===== config.mk =====
export PLATFORM = sky130hd
export DESIGN_NAME = deser32
export DESIGN_NICKNAME = d
export VERILOG_FILES = /design/src/rtl/deser_pkg.sv /design/src/rtl/decoder5to32.sv /design/src/rtl/deser32.sv
export SDC_FILE = /design/constraint.sdc
export NUM_CORES = 1
export LEC_CHECK = 0
export CAP_MARGIN = 20
export CORE_MARGIN = 8
export CORE_UTILIZATION = 45
export CTS_BUF_LIST = sky130_fd_sc_hd__clkbuf_2
export DETAILED_ROUTE_END_ITERATION = 7
export HOLD_SLACK_MARGIN = 0.05
export PLACE_DENSITY = 0.81
export REMOVE_ABC_BUFFERS = 1
export SLEW_MARGIN = 20
export SYNTH_ARGS = -nofsm -noshare
export SYNTH_HDL_FRONTEND = slang
export SYNTH_HIERARCHICAL = 1
export SYNTH_SLANG_ARGS = --single-unit

===== constraint.sdc =====
create_clock -name clk -period 3.65 [get_ports clk]
set_input_delay 0.5475 -clock clk [delete_from_list [all_inputs] [get_ports clk]]
set_output_delay 0.5475 -clock clk [all_outputs]
set_load 0.01 [all_outputs]

===== src/rtl/deser_pkg.sv =====
// Shared types for the deser32 serial-to-parallel receiver.
package deser_pkg;

    localparam int WIDTH_DEFAULT = 32;

    typedef logic [4:0] bit_idx_t;

    typedef enum logic {
        COLLECT,
        HOLD
    } deser_state_t;

endpackage


===== src/rtl/decoder5to32.sv =====
// One-hot write-enable decoder; the receive-side counterpart of a mux32 select.
module decoder5to32
    import deser_pkg::*;
#(
    parameter int WIDTH = WIDTH_DEFAULT,
    localparam int IDX_W = $clog2(WIDTH)
) (
    input  logic [IDX_W-1:0] idx,
    input  logic             en,
    output logic [WIDTH-1:0] onehot
);

    always_comb begin
        onehot = '0;
        if (en) begin
            onehot[idx] = 1'b1;
        end
    end

endmodule


===== src/rtl/deser32.sv =====
// Steers one serial bit per accepted beat into bit[fill_count] of a word and
// presents each completed word on a valid/ready output port.
module deser32
    import deser_pkg::*;
#(
    parameter int WIDTH = WIDTH_DEFAULT,
    localparam int IDX_W = $clog2(WIDTH)
) (
    input  logic             clk,
    input  logic             rst_n,
    input  logic             clear,
    input  logic             in_bit,
    input  logic             in_valid,
    output logic             in_ready,
    output logic [WIDTH-1:0] out_word,
    output logic             out_valid,
    input  logic             out_ready,
    output logic [IDX_W-1:0] fill_count
);

    deser_state_t     state;
    deser_state_t     state_next;
    logic [WIDTH-1:0] assembly;
    logic [WIDTH-1:0] bit_we;
    logic             final_bit;
    logic             accept;
    logic             last_accept;

    // Only the last bit of a word can stall: it needs the output register free.
    assign final_bit   = (fill_count == IDX_W'(WIDTH - 1));
    assign in_ready    = !(final_bit && out_valid && !out_ready);
    assign accept      = in_valid && in_ready && !clear;
    assign last_accept = accept && final_bit;
    assign out_valid   = (state == HOLD);

    decoder5to32 #(
        .WIDTH (WIDTH)
    ) u_decoder (
        .idx    (fill_count),
        .en     (accept),
        .onehot (bit_we)
    );

    always_ff @(posedge clk or negedge rst_n) begin
        if (!rst_n) begin
            assembly <= '0;
        end else begin
            assembly <= (assembly & ~bit_we) | ({WIDTH{in_bit}} & bit_we);
        end
    end

    always_ff @(posedge clk or negedge rst_n) begin
        if (!rst_n) begin
            fill_count <= '0;
        end else if (clear) begin
            fill_count <= '0;
        end else if (accept) begin
            fill_count <= fill_count + IDX_W'(1);
        end
    end

    // The final bit bypasses the assembly register straight into the output word.
    always_ff @(posedge clk or negedge rst_n) begin
        if (!rst_n) begin
            out_word <= '0;
        end else if (last_accept) begin
            out_word <= {in_bit, assembly[WIDTH-2:0]};
        end
    end

    always_ff @(posedge clk or negedge rst_n) begin
        if (!rst_n) begin
            state <= COLLECT;
        end else begin
            state <= state_next;
        end
    end

    always_comb begin
        state_next = state;
        case (state)
            COLLECT: begin
                if (last_accept) begin
                    state_next = HOLD;
                end
            end
            HOLD: begin
                if (out_ready && !last_accept) begin
                    state_next = COLLECT;
                end
            end
            default: state_next = COLLECT;
        endcase
    end

endmodule


==> results by group, run 1 <==
Global routing
  • Largest net degree at the start of global routing: 34
  • Vias in the first global route: 1894
  • Global-route wire length before repair: around 9500 um
  • Gr ovfl total: 0
  • Tot GR Track Use: 0.135
  • Initial antenna violation count: 0

Placed design
  • Dpl hpwl: ~3800 um
  • Placed cell areas: roughly 3400 sq um
  • Pre-CTS setup slack: ~900 ps
  • Placer congestion estimate: between 0.8 and 0.9
  • IO Port Bufs: 44

STA
  • Post-layout min period: around 3000 ps
  • Worst clock skew: slightly above 20 ps
  • Final period utilization: 0.810
  • Fmax: 338 MHz
  • Max-slew headroom: 0.343
  • Hold Vio Cnt, Final: 0
  • Final Setup Violations: 0
  • Worst Tran Pin Value: between 900 and 1000 ps
  • Min setup slack post-route: a little under 700 ps
  • Unrepaired setup endpoints after global routing: false
  • Fin Setup TNS: 0 ps
  • Pins Over Slew Limit: 0

Power and ir drop
  • LEAKAGE: ~1.7 nW
  • Peak supply drop: around 0.19 mV
  • Total power: between 1 and 1.5 mW
  • Power Dens Cells: 342 nW/um^2

Critical path
  • Crit path cell chain: ha_1, and3_1, ha_1, and3b_1, inv_2, clkdlybuf4s50_1
  • Crit path max fanout: 9
  • CP max stage delay: between 500 and 600 ps
  • Critical path's slowest cell: clkdlybuf4s50_1
  • Reg2Reg Depth: 9
  • WP data required: a little over 3000 ps
  • WS Path Type: reg -> out
  • Worst setup EP type: output port
  • Arrival time of the worst setup path: 2410 ps
  • R2R setup slack: ~890 ps
  • Most used cell, CP: ha_1
  • CP Buf/Inv Count: 2
  • FF-to-FF Start: fill_count[0]
  • Startpoint Class: flop
  • Delay-heaviest family, CP: buffers and inverters

Detailed routing
  • WL/cell: 16.1 um
  • Via count: roughly 1800
  • Post-route DRC violation count: 0
  • Post-Route WL: 5550 um
  • Final ANT Viol Nets: 0
  • First-pass detailed-route iteration total: 4
  • DR iter-0 viols: between 60 and 70
  • Via density: between 5 and 6

Floorplan
  • Die width: between 90 and 100 um
  • Die area: between 9000 and 10000 sq um
  • Die extent in y: around 96 um
  • Initial cell density of the core: 0.461
  • Core ar.: 6310 sq um
  • Num rows: 29
  • Io pins: 45

Clock network
  • Root Buffer: clkbuf_2
  • Clock sink count: 69
  • CTS tree: built
  • Cts repair resizes: 0
  • Postcts setup bufs: 0
  • Clock transition at path regs: 180 ps
  • H-tree Lvls: 3
  • Max clock buf depth: 2
  • Clk_lat worst skew: 490 ps
  • CTS buffer count: 9
  • CTS Hold Buffers Added: 0

Yosys
  • Yosys warns: 6
  • Synth Instances: 215
  • Syn avg cell area: ~14 sq um
  • Synth Cell Area: approximately 2900 sq um

Cells and area
  • Area delta synth->final: 19.8%
  • Nets: 271
  • Final Cell Area: between 3000 and 4000 sq um
  • Share of cells above drive strength 1: 0.317
  • N_diodes: 0

Job
  • Max-cap viol count: 0

Outcome
  • Status: finished, final reports clean

Worst hold path
  • HP Class: in -> async
[metrics by stage]
stage,util,hold slack [ps],std cells
floorplan,-,252,204
global placement,0.539,471,329
detailed placement,0.539,478,329
CTS,0.552,70.7,345
global route,0.552,99.7,345
finish,0.552,85.9,345
[worst register-to-register path: cells and delay by family (launching register included)]
family	cells	cell delay, ps
simple gates	5	1200
flops	1	490
fa+ha+maj	2	440
mux	1	350
buf+inv	1	180
[layout by cell type, fill, tap and decap left out]
cell and count:
nor2b_1 2, buf_2 1, or2_2 1, nor3_1 2, ha_1 2, mux2_2 63
nand2b_1 3, nor2_1 33, nand2_1 2, inv_1 1, or3_1 1, mux2_1 2
and3b_1 1, or4b_1 1, and3_1 2, dfrtp_1 69, clkinv_2 3, inv_2 1
a21oi_1 3, nand4b_1 3, buf_4 4, nand4_1 1, nor3b_4 1, clkdlybuf4s50_1 43
o21ai_0 4, nand3_1 3, clkbuf_2 10, clkinv_1 2, nand4bb_1 3, clkinvlp_4 1
[routing by layer]
metal	vias up	global-route usage	share of wire	wire length (um)
met1	913	0.161	0.45	2480
met2	36	0.212	0.47	2610
met3	13	0.0363	0.058	323
met5	-	0	0	0
met4	0	0.0832	0.025	140
li1	846	-	-	-
[worst max-delay path by stage]
stage,from,endpoint,slack (ps),cells past startpoint
3_3_place_gp,clear,flop,990,6
4_1_cts,fill_count[0],in_ready,640,6
2_1_floorplan,fill_count[0],flop,890,8
6_report,fill_count[0],in_ready,690,6
5_1_grt,fill_count[0],in_ready,570,6
3_5_place_dp,out_ready,flop,910,7
[layout make-up]
| type | instances | area [sq um] |
|---|---|---|
| Fill cell | 557 | 2830 |
| Sequential cell | 69 | 1730 |
| Multi-Input combinational cell | 133 | 1110 |
| Timing Repair Buffer | 48 | 465 |
| Tap cell | 77 | 96.3 |
| Clock buffer | 10 | 50.0 |
| Clock inverter | 6 | 30.0 |
| Inverter | 2 | 7.51 |
[report_power, final]
group / internal [mW] / switching [mW] / total, mW
Combinational: 0.0243 / 0.0404 / 0.0647
Sequential: 0.779 / 0.0103 / 0.789
Clock: 0.0845 / 0.253 / 0.338
No activity file was read; power rests on OpenSTA's default activity.
==> inputs of run 2 (changes only) <==
==> constraint.sdc (replaced) <==
create_clock -name clk -period 2.8 [get_ports clk]
set_input_delay 0.42 -clock clk [delete_from_list [all_inputs] [get_ports clk]]
set_output_delay 0.42 -clock clk [all_outputs]
set_load 0.01 [all_outputs]
==> run 2 against run 1 <==
  * Clock skew rose by 1.2 ps
  * Register-to-register slack got worse by 630 ps
  * Clock power rose by 91%
  * Combinational power rose by 49%
  * Total power rose by 48%
  * Count of clock-buffer cells in the layout fell by 1
  * Cell count rose by 1.4%
  * Routed wire length rose by 4.3%
  * Cell area rose by 3.4%
  * Sequential share of layout area fell by 1.6 points
==> results by group, run 2 (synthesis gave the netlist of run 1 again) <==
Power and ir drop
  • Psw: 0.425 mW
  • Clock Power Share: 0.365
  • Seq pwr share: 0.581
  • Comb power frac: 0.055
  • Peak supply drop: roughly 0.36 mV
  • LEAKAGE: around 1.7 nW
  • Power Dens Cells: between 400 and 500 nW/um^2
  • Cell Int Power: approximately 1.3 mW
  • Sw frac: 0.240
  • Total power: between 1.5 and 2 mW

Detailed routing
  • First-pass detailed-route iteration total: 4
  • Via density: 5.25
  • Via count: 1837
  • WL/cell: about 17 um
  • Post-route DRC violation count: 0
  • DR iter-0 viols: 84
  • Post-Route WL: approximately 5800 um
  • Final ANT Viol Nets: 0

STA
  • Hold Vio Cnt, Final: 0
  • Worst Tran Pin Value: about 770 ps
  • Worst clock skew: 21.8 ps
  • Fmax: slightly below 400 MHz
  • Pins Over Slew Limit: 0
  • Final Setup Violations: 0
  • Final period utilization: 0.906
  • Fin Setup TNS: 0 ps
  • Max-slew headroom: 0.487
  • Post-layout min period: about 2500 ps
  • Unrepaired setup endpoints after global routing: false

Critical path
  • Worst setup EP type: flop
  • WS Path Type: reg -> reg
  • WP data required: roughly 3200 ps
  • Crit path max fanout: 7
  • Startpoint Class: flop
  • Arrival time of the worst setup path: 2920 ps

Job
  • Max-cap viol count: 0

Cells and area
  • Fillers: 537
  • N_diodes: 0
  • Most frequent cells in the layout: dfrtp_1 (67), mux2_2 (63), clkdlybuf4s50_1 (42)
  • Leading cell type in the layout, fill and taps excluded: dfrtp_1
  • Final Util: 0.571
  • Nets: 277
  • Area delta synth->final: 23.9%
  • Share of cells above drive strength 1: 0.344

Floorplan
  • Die width: between 90 and 100 um
  • Num rows: 29
  • Die area: a little over 9000 sq um
  • Initial cell density of the core: 0.461
  • Core ar.: 6310 sq um
  • Io pins: 45
  • Die extent in y: ~96 um

Clock network
  • H-tree Lvls: 3
  • CTS buffer count: 9
  • CTS tree: built
  • Root Buffer: clkbuf_2
  • Clk_lat worst skew: 490 ps
  • Clock sink count: a little under 70
  • Clock transition at path regs: 200 ps
  • Max clock buf depth: 2

Global routing
  • Met3 usage: 0.0464
  • Vias in the first global route: roughly 1900
  • Global-route wire length before repair: 9470 um
  • M1 GR Usage: 0.167
  • Largest net degree at the start of global routing: 39
  • Gr ovfl total: 0
  • Initial antenna violation count: 0
  • Busiest grt layer: met2
  • Tot GR Track Use: 0.136
  • Grt met2 use: 0.210

Placed design
  • Placer congestion estimate: 0.764
  • IO Port Bufs: 44
  • Dpl hpwl: between 3000 and 4000 um

Worst hold path
  • HP Class: in -> async

Outcome
  • Status: finished, final reports clean
run 2: timing repair:
item | in CTS | in global routing
hold buffers | 1 | 0
gates resized for setup | 2 | 2
hold endpoints to repair | 31 | 0
endpoints found under the setup margin | 1 | 1
buffers inserted | 2 | 0
run 2: final timing paths:
kind,depth (start not counted),from,slack [ps],endpoint
worst max-delay path,8,fill_count[0],260,flop
worst min-delay path,2,rst_n,510,out_word[24]
worst max register to register,8,fill_count[0],260,flop
worst min register to register,1,out_word[30],510,out_word[30]
max in group asynchronous,3,rst_n,1620,async pin
min in group clk,1,out_word[30],510,out_word[30]
run 2: per-layer routing:
layer  wire [um]  part of all wire  vias up
met5           0                 0        -
met4          54            0.0093        0
met3         384             0.066        6
met2        2760              0.48       48
met1        2580              0.45      931
li1            -                 -      852
run 2: critical path, stage by stage (launching register included):
cell and delay, ps:
dfrtp_2 440, ha_1 200, and3_1 140, ha_1 190, and3b_2 250, nor3_1 180
or4b_1 530, nor2_1 160, mux2_2 350
run 2: cell type report:
| cell class | instances | area [sq um] | share of cell area |
|---|---|---|---|
| Timing Repair Buffer | 54 | 528 | 0.146 |
| Sequential cell | 69 | 1730 | 0.480 |
| Inverter | 2 | 7.51 | 0.00208 |
| Clock inverter | 6 | 88.8 | 0.0246 |
| Multi-Input combinational cell | 133 | 1110 | 0.308 |
| Tap cell | 77 | 96.3 | 0.0267 |
| Clock buffer | 9 | 45.0 | 0.0125 |
run 2: power groups by stage:
| stage | Clock [mW] | Combinational, mW | Sequential (mW) |
|---|---|---|---|
| final | 0.646 | 0.0967 | 1.03 |
| after global routing | 0.703 | 0.107 | 1.03 |
| after CTS | 0.658 | 0.0989 | 1.03 |
| after detailed placement | 0 | 0.0919 | 1.05 |
| after global placement | 0 | 0.0890 | 1.05 |
| after floorplan | 0 | 0.0330 | 1.04 |
run 2: metrics by stage:
step	cells	hold slack, ps	setup slack (ps)	cell area (sq um)
after detailed placement	332	482	220	3440
after global placement	332	472	323	3440
after global routing	350	498	169	3600
final	350	513	262	3600
after CTS	350	484	9.16	3600
after floorplan	204	124	44.5	2840
